### config.mk
export PLATFORM = sky130hd
export DESIGN_NAME = midi_tx_encoder_flat
export DESIGN_NICKNAME = d
export VERILOG_FILES = /design/src/rtl/midi_pkg.sv /design/src/rtl/midi_tx_encoder_if.sv /design/src/rtl/midi_uart_tx.sv /design/src/rtl/midi_tx_encoder.sv /design/src/flat_wrapper.sv
export SDC_FILE = /design/constraint.sdc
export NUM_CORES = 1
export LEC_CHECK = 0
export BUFFER_PORTS_ARGS = -buffer_cell sky130_fd_sc_hd__clkbuf_2
export CAP_MARGIN = 10
export CORE_MARGIN = 8
export CORE_UTILIZATION = 25
export DETAILED_ROUTE_END_ITERATION = 10
export SETUP_SLACK_MARGIN = 0.15
export SYNTH_ARGS = -nofsm -noshare
export SYNTH_HDL_FRONTEND = slang
export SYNTH_SLANG_ARGS = --single-unit
export TNS_END_PERCENT = 20
### constraint.sdc
create_clock -name CLOCK_50 -period 3 [get_ports CLOCK_50]
set_input_delay 0.75 -clock CLOCK_50 [delete_from_list [all_inputs] [get_ports CLOCK_50]]
set_output_delay 0.75 -clock CLOCK_50 [all_outputs]
set_load 0.1 [all_outputs]
### src/rtl/midi_pkg.sv
// Shared MIDI definitions: serialiser state, status constants and the message length decode.
package midi_pkg;

  typedef enum logic [1:0] {IDLE, START, DATA, STOP} tx_state_t;

  localparam logic [7:0] NOTE_OFF    = 8'h80;
  localparam logic [7:0] NOTE_ON     = 8'h90;
  localparam logic [7:0] POLY_AT     = 8'hA0;
  localparam logic [7:0] CTRL_CHANGE = 8'hB0;
  localparam logic [7:0] PROG_CHANGE = 8'hC0;
  localparam logic [7:0] CHAN_AT     = 8'hD0;
  localparam logic [7:0] PITCH_BEND  = 8'hE0;
  localparam logic [7:0] SYSTEM      = 8'hF0;
  localparam logic [7:0] RT_BASE     = 8'hF8;

  // Total bytes in a message including its status; 0 flags a non-status byte.
  function automatic logic [1:0] msg_len(input logic [7:0] status);
    logic [1:0] len;
    len = 2'd1;
    if (!status[7]) begin
      len = 2'd0;
    end else begin
      case (status[7:4])
        4'h8, 4'h9, 4'hA, 4'hB, 4'hE: len = 2'd3;
        4'hC, 4'hD:                   len = 2'd2;
        default: begin
          case (status)
            8'hF1, 8'hF3: len = 2'd2;
            8'hF2:        len = 2'd3;
            default:      len = 2'd1;
          endcase
        end
      endcase
    end
    return len;
  endfunction

endpackage

### src/rtl/midi_tx_encoder_if.sv
// Whole-message handshake between a MIDI message source and midi_tx_encoder.
interface midi_tx_encoder_if;
  logic       msg_valid;
  logic       msg_ready;
  logic [7:0] msg_status;
  logic [7:0] msg_data1;
  logic [7:0] msg_data2;

  modport master (output msg_valid, msg_status, msg_data1, msg_data2, input msg_ready);
  modport slave  (input msg_valid, msg_status, msg_data1, msg_data2, output msg_ready);
endinterface

### src/rtl/midi_uart_tx.sv
// Byte-level 8N1 serialiser, LSB first, idle high; accepts a new byte during the last stop cycle.
module midi_uart_tx
  import midi_pkg::*;
#(
  parameter int unsigned CLK_HZ    = 50000000,
  parameter int unsigned BAUD      = 31250,
  parameter int unsigned BIT_CNT_W = 16
) (
  input  logic       clk,
  input  logic       rst,
  input  logic       byte_valid,
  input  logic [7:0] byte_data,
  output logic       byte_ready,
  output logic       txd,
  output logic       byte_done
);

  localparam int unsigned DIV = CLK_HZ / BAUD;
  localparam logic [BIT_CNT_W-1:0] CntLast = BIT_CNT_W'(DIV - 1);
  localparam logic [BIT_CNT_W-1:0] CntDone = BIT_CNT_W'(DIV - 2);

  tx_state_t            state_q;
  logic [BIT_CNT_W-1:0] cnt_q;
  logic [2:0]           bit_idx_q;
  logic [7:0]           shreg_q;
  logic                 txd_q;
  logic                 byte_done_q;
  logic                 cnt_last;

  assign cnt_last   = (cnt_q == CntLast);
  assign byte_ready = (state_q == IDLE) || ((state_q == STOP) && cnt_last);
  assign txd        = txd_q;
  assign byte_done  = byte_done_q;

  always_ff @(posedge clk or posedge rst) begin
    if (rst) begin
      state_q     <= IDLE;
      cnt_q       <= '0;
      bit_idx_q   <= '0;
      shreg_q     <= '0;
      txd_q       <= 1'b1;
      byte_done_q <= 1'b0;
    end else begin
      byte_done_q <= 1'b0;
      case (state_q)
        IDLE: begin
          if (byte_valid) begin
            state_q <= START;
            shreg_q <= byte_data;
            cnt_q   <= '0;
            txd_q   <= 1'b0;
          end
        end
        START: begin
          if (cnt_last) begin
            cnt_q     <= '0;
            bit_idx_q <= '0;
            state_q   <= DATA;
            txd_q     <= shreg_q[0];
          end else begin
            cnt_q <= cnt_q + 1'b1;
          end
        end
        DATA: begin
          if (cnt_last) begin
            cnt_q <= '0;
            if (bit_idx_q == 3'd7) begin
              state_q <= STOP;
              txd_q   <= 1'b1;
            end else begin
              bit_idx_q <= bit_idx_q + 1'b1;
              txd_q     <= shreg_q[1];
              shreg_q   <= {1'b0, shreg_q[7:1]};
            end
          end else begin
            cnt_q <= cnt_q + 1'b1;
          end
        end
        STOP: begin
          // Registered one early so the pulse lands on the final stop cycle.
          if (cnt_q == CntDone) byte_done_q <= 1'b1;
          if (cnt_last) begin
            cnt_q <= '0;
            if (byte_valid) begin
              state_q <= START;
              shreg_q <= byte_data;
              txd_q   <= 1'b0;
            end else begin
              state_q <= IDLE;
            end
          end else begin
            cnt_q <= cnt_q + 1'b1;
          end
        end
        default: state_q <= IDLE;
      endcase
    end
  end

endmodule

### src/rtl/midi_tx_encoder.sv
// MIDI message encoder: latches a whole message and feeds its bytes to the 8N1 serialiser.
// Optional running-status compression is built when MIDI_RUNNING_STATUS_EN is defined.
module midi_tx_encoder
  import midi_pkg::*;
#(
  parameter int unsigned CLK_HZ    = 50000000,
  parameter int unsigned BAUD      = 31250,
  parameter int unsigned BIT_CNT_W = 16
) (
  input  logic              CLOCK_50,
  input  logic              reset,
  midi_tx_encoder_if.slave  msg,
  output logic              midi_txd,
  output logic              busy,
  output logic              byte_done,
  output logic              status_err
);

  logic        msg_ready_q;
  logic        busy_q;
  logic        status_err_q;
  logic [1:0]  rem_q;
  logic [23:0] tx_buf_q;

  logic        accept;
  logic [1:0]  len;
  logic        skip_status;
  logic [23:0] load_buf;
  logic [1:0]  load_rem;
  logic        byte_valid;
  logic        byte_ready;
  logic        uart_done;

`ifdef MIDI_RUNNING_STATUS_EN
  logic [7:0]  last_status_q;
`endif

  assign msg.msg_ready = msg_ready_q;
  assign busy          = busy_q;
  assign status_err    = status_err_q;
  assign byte_done     = uart_done;
  assign accept        = msg.msg_valid && msg_ready_q;
  assign byte_valid    = busy_q && (rem_q != 2'd0);

  always_comb begin
    len         = msg_len(msg.msg_status);
    skip_status = 1'b0;
`ifdef MIDI_RUNNING_STATUS_EN
    skip_status = (msg.msg_status >= NOTE_OFF) && (msg.msg_status < SYSTEM) &&
                  (msg.msg_status == last_status_q);
`endif
    if (skip_status) begin
      load_buf = {msg.msg_data1 & 8'h7F, msg.msg_data2 & 8'h7F, 8'h00};
      load_rem = len - 2'd1;
    end else begin
      load_buf = {msg.msg_status, msg.msg_data1 & 8'h7F, msg.msg_data2 & 8'h7F};
      load_rem = len;
    end
  end

  always_ff @(posedge CLOCK_50 or posedge reset) begin
    if (reset) begin
      msg_ready_q   <= 1'b1;
      busy_q        <= 1'b0;
      status_err_q  <= 1'b0;
      rem_q         <= '0;
      tx_buf_q      <= '0;
`ifdef MIDI_RUNNING_STATUS_EN
      last_status_q <= '0;
`endif
    end else begin
      status_err_q <= 1'b0;
      if (accept) begin
        if (len == 2'd0) begin
          status_err_q <= 1'b1;
        end else begin
          msg_ready_q <= 1'b0;
          busy_q      <= 1'b1;
          tx_buf_q    <= load_buf;
          rem_q       <= load_rem;
`ifdef MIDI_RUNNING_STATUS_EN
          if (msg.msg_status < SYSTEM) begin
            last_status_q <= msg.msg_status;
          end else if (msg.msg_status < RT_BASE) begin
            last_status_q <= '0;
          end
`endif
        end
      end else if (busy_q) begin
        if (byte_valid && byte_ready) begin
          tx_buf_q <= {tx_buf_q[15:0], 8'h00};
          rem_q    <= rem_q - 2'd1;
        end
        // All bytes handed off and the last stop bit just finished.
        if ((rem_q == 2'd0) && uart_done) begin
          busy_q      <= 1'b0;
          msg_ready_q <= 1'b1;
        end
      end
    end
  end

  midi_uart_tx #(
    .CLK_HZ    (CLK_HZ),
    .BAUD      (BAUD),
    .BIT_CNT_W (BIT_CNT_W)
  ) u_uart (
    .clk        (CLOCK_50),
    .rst        (reset),
    .byte_valid (byte_valid),
    .byte_data  (tx_buf_q[23:16]),
    .byte_ready (byte_ready),
    .txd        (midi_txd),
    .byte_done  (uart_done)
  );

endmodule

### src/flat_wrapper.sv
// flat-port wrapper written by rule: the top's interface ports become plain ports
module midi_tx_encoder_flat import midi_pkg::*;
#(
  parameter int unsigned CLK_HZ    = 50000000,
  parameter int unsigned BAUD      = 31250,
  parameter int unsigned BIT_CNT_W = 16
)
  (CLOCK_50, reset, midi_txd, busy, byte_done, status_err, msg_msg_valid, msg_msg_status, msg_msg_data1, msg_msg_data2, msg_msg_ready);
  midi_tx_encoder_if msg_i ();
  input  logic CLOCK_50;
  input  logic reset;
  output logic midi_txd;
  output logic busy;
  output logic byte_done;
  output logic status_err;
  input wire logic [$bits(msg_i.msg_valid)-1:0] msg_msg_valid;
  input wire logic [$bits(msg_i.msg_status)-1:0] msg_msg_status;
  input wire logic [$bits(msg_i.msg_data1)-1:0] msg_msg_data1;
  input wire logic [$bits(msg_i.msg_data2)-1:0] msg_msg_data2;
  output wire logic [$bits(msg_i.msg_ready)-1:0] msg_msg_ready;
  assign msg_i.msg_valid = msg_msg_valid;
  assign msg_i.msg_status = msg_msg_status;
  assign msg_i.msg_data1 = msg_msg_data1;
  assign msg_i.msg_data2 = msg_msg_data2;
  assign msg_msg_ready = msg_i.msg_ready;
  midi_tx_encoder #(.CLK_HZ(CLK_HZ), .BAUD(BAUD), .BIT_CNT_W(BIT_CNT_W)) u_core (.CLOCK_50(CLOCK_50), .reset(reset), .msg(msg_i), .midi_txd(midi_txd), .busy(busy), .byte_done(byte_done), .status_err(status_err));
endmodule
### Word-level counts from Yosys, hierarchy flattened

Cells that the tools add are included.

* add/subtract/negate cells: 3
* eq/ne operators: 23
* mux-type cells: 48
* reduce and logical (&&, ||, !) cells: 25

Operators with widths (count)
* 24-bit 2-to-1 mux: 4
* 16-bit by 11-bit == test with 1-bit output, second input constant: 2
* 16-bit 2-to-1 mux: 2
* 8-bit 2-to-1 mux: 4
* 16-bit case mux with 2 select lines: 1
* 4-bit == test, second input constant: 7
* 8-bit == test, second input constant: 3
* 8-bit case mux with 3 select lines: 1
* 2-bit 2-to-1 mux: 10
* 1-bit 2-to-1 mux: 18
* 16-bit by 1-bit adder with 16-bit output, second input constant: 1
* 2-bit inequality test, second input constant: 6
* 2-bit nonzero test: 5
* 3-bit 2-to-1 mux: 3
* 3-bit AND reduction: 3
* 2-bit case mux with 2 select lines: 2
* 2-bit case mux with 4 select lines: 1
* 4-bit AND reduction: 2
* 2-bit zero test: 3
* 3-bit case mux with 2 select lines: 1
* 1-bit logical AND: 5
* 5-bit AND reduction: 1
* 5-bit OR reduction: 1
* 2-bit == test, second input constant: 2
* 10 further kinds: 11

* register bits after elaboration: 60
* input port bits: 27
* output and inout bits: 5
* word-level logic and storage cells: 110

### Depth between registers and ports, before layout

* depth after elaboration: 8
* depth in mapped cells: 9
* depth with buffers taken out: 7

### Hierarchy

Synthesis repeated with hierarchy kept, for this count alone.

* cells, all modules: 282
* area, all modules: 3249.4 µm²

By module, submodules not included
* midi_uart_tx: instances 1, cells an instance 191, area an instance 1916.8 µm²
* midi_tx_encoder: instances 1, cells an instance 91, area an instance 1332.5 µm²

### Least setup slack after synthesis

Ideal clock, no wire load.

* path type: flip-flop to flip-flop
* start: register u_core.u_uart.cnt_q[13]
* end: register u_core.rem_q[0]
* library setup time: 126 ps
* data arrival time: 2073 ps
* data required time: 2874 ps
* path slack: 801 ps
* stages on the path, launching flop included: 7
* clock period less this slack: 2199 ps
* cells stage by stage: dfrtp_1 -> or4_4 -> or4_1 -> o21a_1 -> buf_6 -> a211oi_2 -> a211oi_2

* cells in the longest elaborated chain, start to end: 6

RTL lines
* start, declared: line midi_uart_tx.sv:23 `logic [BIT_CNT_W-1:0] cnt_q;`
* start signal, assigned: line midi_uart_tx.sv:61 `cnt_q <= cnt_q + 1'b1;`
* start signal, assigned: line midi_uart_tx.sv:76 `cnt_q <= cnt_q + 1'b1;`
* start signal, assigned: line midi_uart_tx.sv:92 `cnt_q <= cnt_q + 1'b1;`
* 16-bit by 11-bit == test with 1-bit output: line midi_uart_tx.sv:30 `assign cnt_last = (cnt_q == CntLast);`
* 1-bit logical AND: line midi_uart_tx.sv:31 `assign byte_ready = (state_q == IDLE) || ((state_q == STOP) && cnt_last);`
* 1-bit logical OR: line midi_uart_tx.sv:31
* 1-bit logical AND: line midi_tx_encoder.sv:90 `if (byte_valid && byte_ready) begin`
* 2-bit nonzero test (no line)
* 3-bit AND reduction (no line)
* end signal, assigned: line midi_tx_encoder.sv:80 `rem_q <= load_rem;`
* end signal, assigned: line midi_tx_encoder.sv:92 `rem_q <= rem_q - 2'd1;`
* end, declared: line midi_tx_encoder.sv:22 `logic [1:0] rem_q;`

No other way between the ends.
A chain may end at the register's enable or synchronous reset.

### Final worst setup path

* start: register u_core.u_uart.cnt_q[13]
* end: register u_core.tx_buf_q[0]

* cells in the longest elaborated chain, start to end: 6

RTL lines
* 16-bit by 11-bit == test with 1-bit output: line midi_uart_tx.sv:30
* 1-bit logical AND: line midi_uart_tx.sv:31
* 1-bit logical OR: line midi_uart_tx.sv:31
* 1-bit logical AND: line midi_tx_encoder.sv:90
* 2-bit nonzero test (no line)
* 3-bit AND reduction (no line)
* end signal, assigned: line midi_tx_encoder.sv:79 `tx_buf_q <= load_buf;`
* end signal, assigned: line midi_tx_encoder.sv:91 `tx_buf_q <= {tx_buf_q[15:0], 8'h00};`
* end, declared: line midi_tx_encoder.sv:23 `logic [23:0] tx_buf_q;`

No other way between the ends.

==> results <==
- The mean number of vias per cell is 4.626.
- The final setup TNS is 0 ps.
- Traced cell by cell, the critical path runs through or4_4 -> or4_1 -> o21a_1 -> buf_4 -> a22o_1.
- The number of max-capacitance violations reported is 0.
- The combined area of all synthesized cells is 2920 um2.
- In this run the standard cell core region covers 11420 um2.
- The capturing point of the worst reg2reg path is u_core.tx_buf_q[0].
- In this run, distinct cell masters in the synthesized netlist total 40.
- The DRC violation count after routing is 0.
- Entering global routing, the biggest net connects 29 pins.
- The number of hold buffers added after cts is 0.
- The maximum clock insertion buffer count is 2.
- The placed wire-length estimate after detailed placement is 4550 um.
- Global routing used 8.911% of the available tracks across all layers.
- The net count after synthesis is 323.
- The count of endpoints failing hold in the final timing report is 0.
- CTS built an H-tree with a depth of 3.
- In the synthesized netlist the async set-or-reset flop fraction comes to 100.0%.
- After layout, the worst setup slack is 445.2 ps.
- The critical path data arrival time is 2760 ps.
- The worst setup path is of the reg2reg kind.
- The critical path's largest stage delay is 580 ps.
- The die is 124.1 um wide.
- Measured along the y axis, the die boundary spans 124.1 um.
- In this run the remaining antenna-violating nets after routing total 0.
- The via total after detailed routing is 2174.
- The leakage power is 1.700 nW.
- The initial antenna violation count came to 0.
- The flow ran to the end, and the final reports show no timing, DRC or antenna violations.
- Along the worst path, the maximum fanout reaches 28.
- The placer congestion estimate is 0.7764.
- The reg-to-reg startpoint is u_core.u_uart.cnt_q[13].
- The highest achievable clock rate is 0.3914 GHz.
- The number of diodes added for antenna fixing is 0.
- Setup repair after global routing left no endpoint under its margin.
- The measured slew at the worst slew-check pin is 941.6 ps.
- Of the synthesized area, sequential elements account for 49.79%.
- Together, buffers and inverters on the worst path number 1.
- The setup skew after layout is 6.477 ps.
- For the finished layout, the period the worst path requires is 2555 ps.
- The worst setup path is launched from a register.
- OpenSTA, run right after detailed placement, puts the worst setup slack at 442.5 ps.
- The root cell of the clock tree is sky130_fd_sc_hd__clkbuf_16.
- The initial standard-cell utilization of the core is 25.58%.
- The number of nets in the final layout is 360.
- The floorplan step defined a die boundary enclosing 15400 um2.
- The first routing iteration left 71 violations.
- The clock-pin slew of the registers on the worst-case setup and hold paths is 50 ps.
- Power spread over the standard cell area amounts to 913.4 nW/um2.
- The number of global-route vias before repair was 2238.
- For this run, the number of Yosys warnings is 0.
- The type of element capturing the critical path is a register.
- The final routed wirelength across all metal layers is 6282 um.
- The number of instances resized during post-cts repair is 0.
- The clock reaches the later pin of the worst-skew pair after 320 ps.
- The clock tree from TritonCTS is done.
- The path depth of the worst reg2reg path is 5.
- The number of buffers created by CTS is 9.
- For this design, the sink count on the clock tree is 58.
- After floorplanning, the core was divided into 39 placement rows.
- Dividing the detail-routed wire length by the instance count gives 13.37 um.
- The standard cell with the maximum stage delay on the critical path is sky130_fd_sc_hd__or4_4.
- The count of endpoints failing setup in the final report is 0.
- The global-route wire length before repair is 10830 um.
- In the final layout, the share of cells above drive strength 1 is 20.18%.
- Across the VDD grid, the largest voltage drop is 0.4443 mV.
- Leaving out fill and tap cells, the most frequent cell in the layout is sky130_fd_sc_hd__dfrtp_1.
- The slack of the worst reg-to-reg path is 450 ps.
- The worst path uses 85.16% of the clock period.
- Counting every instance in the synthesized netlist gives 286.
- The number of slew-limit violations in the final report is 0.
- The total overflow left after global routing is 0.
- The family of cells with the greatest summed delay on the critical path is simple AND/OR/NAND/NOR gates.
- Counting flops and latches in the post-synthesis netlist gives 58.
- The number of iterations in the first detailed-routing pass is 5.
- The count of boundary I/O pins is 32.
- Buffers placed on the I/O ports in this run total 29.
- The number of synthesized flops with an enable pin is 0.
- The average instance area after synthesis is 10.21 um2.
- The data required time of the critical path is 3210 ps.
- The area growth from synthesis to layout is 20.82%.
- Measured against its own limit, the worst slew margin works out to 36.95%.
- In the layout the commonest cells are 56 x sky130_fd_sc_hd__dfrtp_1, 37 x sky130_fd_sc_hd__nand2_1, 29 x sky130_fd_sc_hd__clkbuf_2.
- The worst hold path belongs to the class in2async.
- The most frequently used flop master after synthesis is sky130_fd_sc_hd__dfrtp_1.
- The total setup buffers inserted after CTS is 0.
stage by stage:
step | total power, mW | area, um2 | hold slack, ps | util, % | std cells
detailed placement | 2.272 | 3238 | 467.1 | 28.36 | 455
CTS | 3.256 | 3528 | 416.0 | 30.90 | 470
global placement | 2.236 | 3238 | 459.7 | 28.36 | 455
floorplan | 2.050 | 2920 | 449.6 | - | 286
finish | 3.223 | 3528 | 398.4 | 30.90 | 470
global route | 3.468 | 3528 | 442.6 | 30.90 | 470
how the worst max path moves through the flow:
stage                                       start            endpoint  slack, ps  depth (start not counted)
final                     u_core.u_uart.cnt_q[13]  u_core.tx_buf_q[0]        450                          5
after global routing      u_core.u_uart.cnt_q[13]  u_core.tx_buf_q[0]        370                          5
after CTS                 u_core.u_uart.cnt_q[13]  u_core.tx_buf_q[0]        430                          5
after detailed placement  u_core.u_uart.cnt_q[13]  u_core.tx_buf_q[0]        440                          5
after global placement    u_core.u_uart.cnt_q[13]  u_core.tx_buf_q[0]        460                          5
after floorplan           u_core.u_uart.cnt_q[13]     u_core.rem_q[0]        800                          6
routing by layer:
layer / vias up / wire (um) / share of wire [%] / GRT usage, %
met3: 12 / 197 / 3.1 / 2.493
met5: - / 0 / 0 / 0
met1: 1038 / 3044 / 48 / 11.38
met2: 31 / 2934 / 47 / 13.84
li1: 1093 / - / - / -
met4: 0 / 106 / 1.7 / 3.792
cells in the mapped netlist (7+ instances only):
| master | n | area (um2) |
|---|---|---|
| sky130_fd_sc_hd__dfrtp_1 | 56 | 1401 |
| sky130_fd_sc_hd__nand2_1 | 37 | 138.9 |
| sky130_fd_sc_hd__nor2_1 | 24 | 90.09 |
| sky130_fd_sc_hd__mux2i_1 | 22 | 220.2 |
| sky130_fd_sc_hd__o21ai_0 | 18 | 90.09 |
| sky130_fd_sc_hd__ha_1 | 10 | 125.1 |
| sky130_fd_sc_hd__inv_1 | 10 | 37.54 |
| sky130_fd_sc_hd__a22o_1 | 9 | 78.83 |
| sky130_fd_sc_hd__o21ai_1 | 9 | 45.04 |
| sky130_fd_sc_hd__xor2_1 | 8 | 70.07 |
| sky130_fd_sc_hd__nand4_1 | 7 | 43.79 |
| sky130_fd_sc_hd__o31ai_1 | 7 | 52.55 |
worst reg2reg max path: stages, from the launching register on:
cell	delay, ps
sky130_fd_sc_hd__dfrtp_1	420
sky130_fd_sc_hd__or4_4	580
sky130_fd_sc_hd__or4_1	560
sky130_fd_sc_hd__o21a_1	360
sky130_fd_sc_hd__buf_4	310
sky130_fd_sc_hd__a22o_1	220
logic make-up after synthesis:
| kind of cell | after synthesis | share of synthesized area [%] |
|---|---|---|
| AND/OR/NAND/NOR | 96 | 15.90 |
| AO/OA/AOI/OAI | 67 | 15.25 |
| flip-flops | 58 | 49.79 |
| multiplexers | 23 | 7.926 |
| buffers and inverters | 21 | 3.556 |
| XOR/XNOR | 11 | 3.299 |
| adder cells (fa/ha/maj) | 10 | 4.284 |
layout make-up:
type                       instances  area [um2]
tap                              143       178.9
clock buffer                      13       280.3
multi-input combinational        207        1363
clock inverter                     2       10.01
sequential                        58        1454
inverter                          10       37.54
timing repair buffer              37       205.2
fill                            1217        7890
power by group:
part           leakage (nW)  switching, mW  internal [mW]
clock                 0.147          0.340          0.640
combinational         0.785          0.685          0.404
sequential            0.767          0.150           1.00
flip-flops by register name (all words and copies together), names as in the netlist:
register                 cells
u_core.u_uart.byte_done      1
u_core.u_uart.bit_idx_q      3
u_core.u_uart.cnt_q         16
u_core.u_uart.txd            1
u_core.u_uart.state_q        2
u_core.u_uart.shreg_q        8
u_core.msg.msg_ready         1
u_core.status_err            1
u_core.tx_buf_q             22
u_core.rem_q                 2
u_core.busy                  1
No activity file was read; power rests on OpenSTA's default activity.
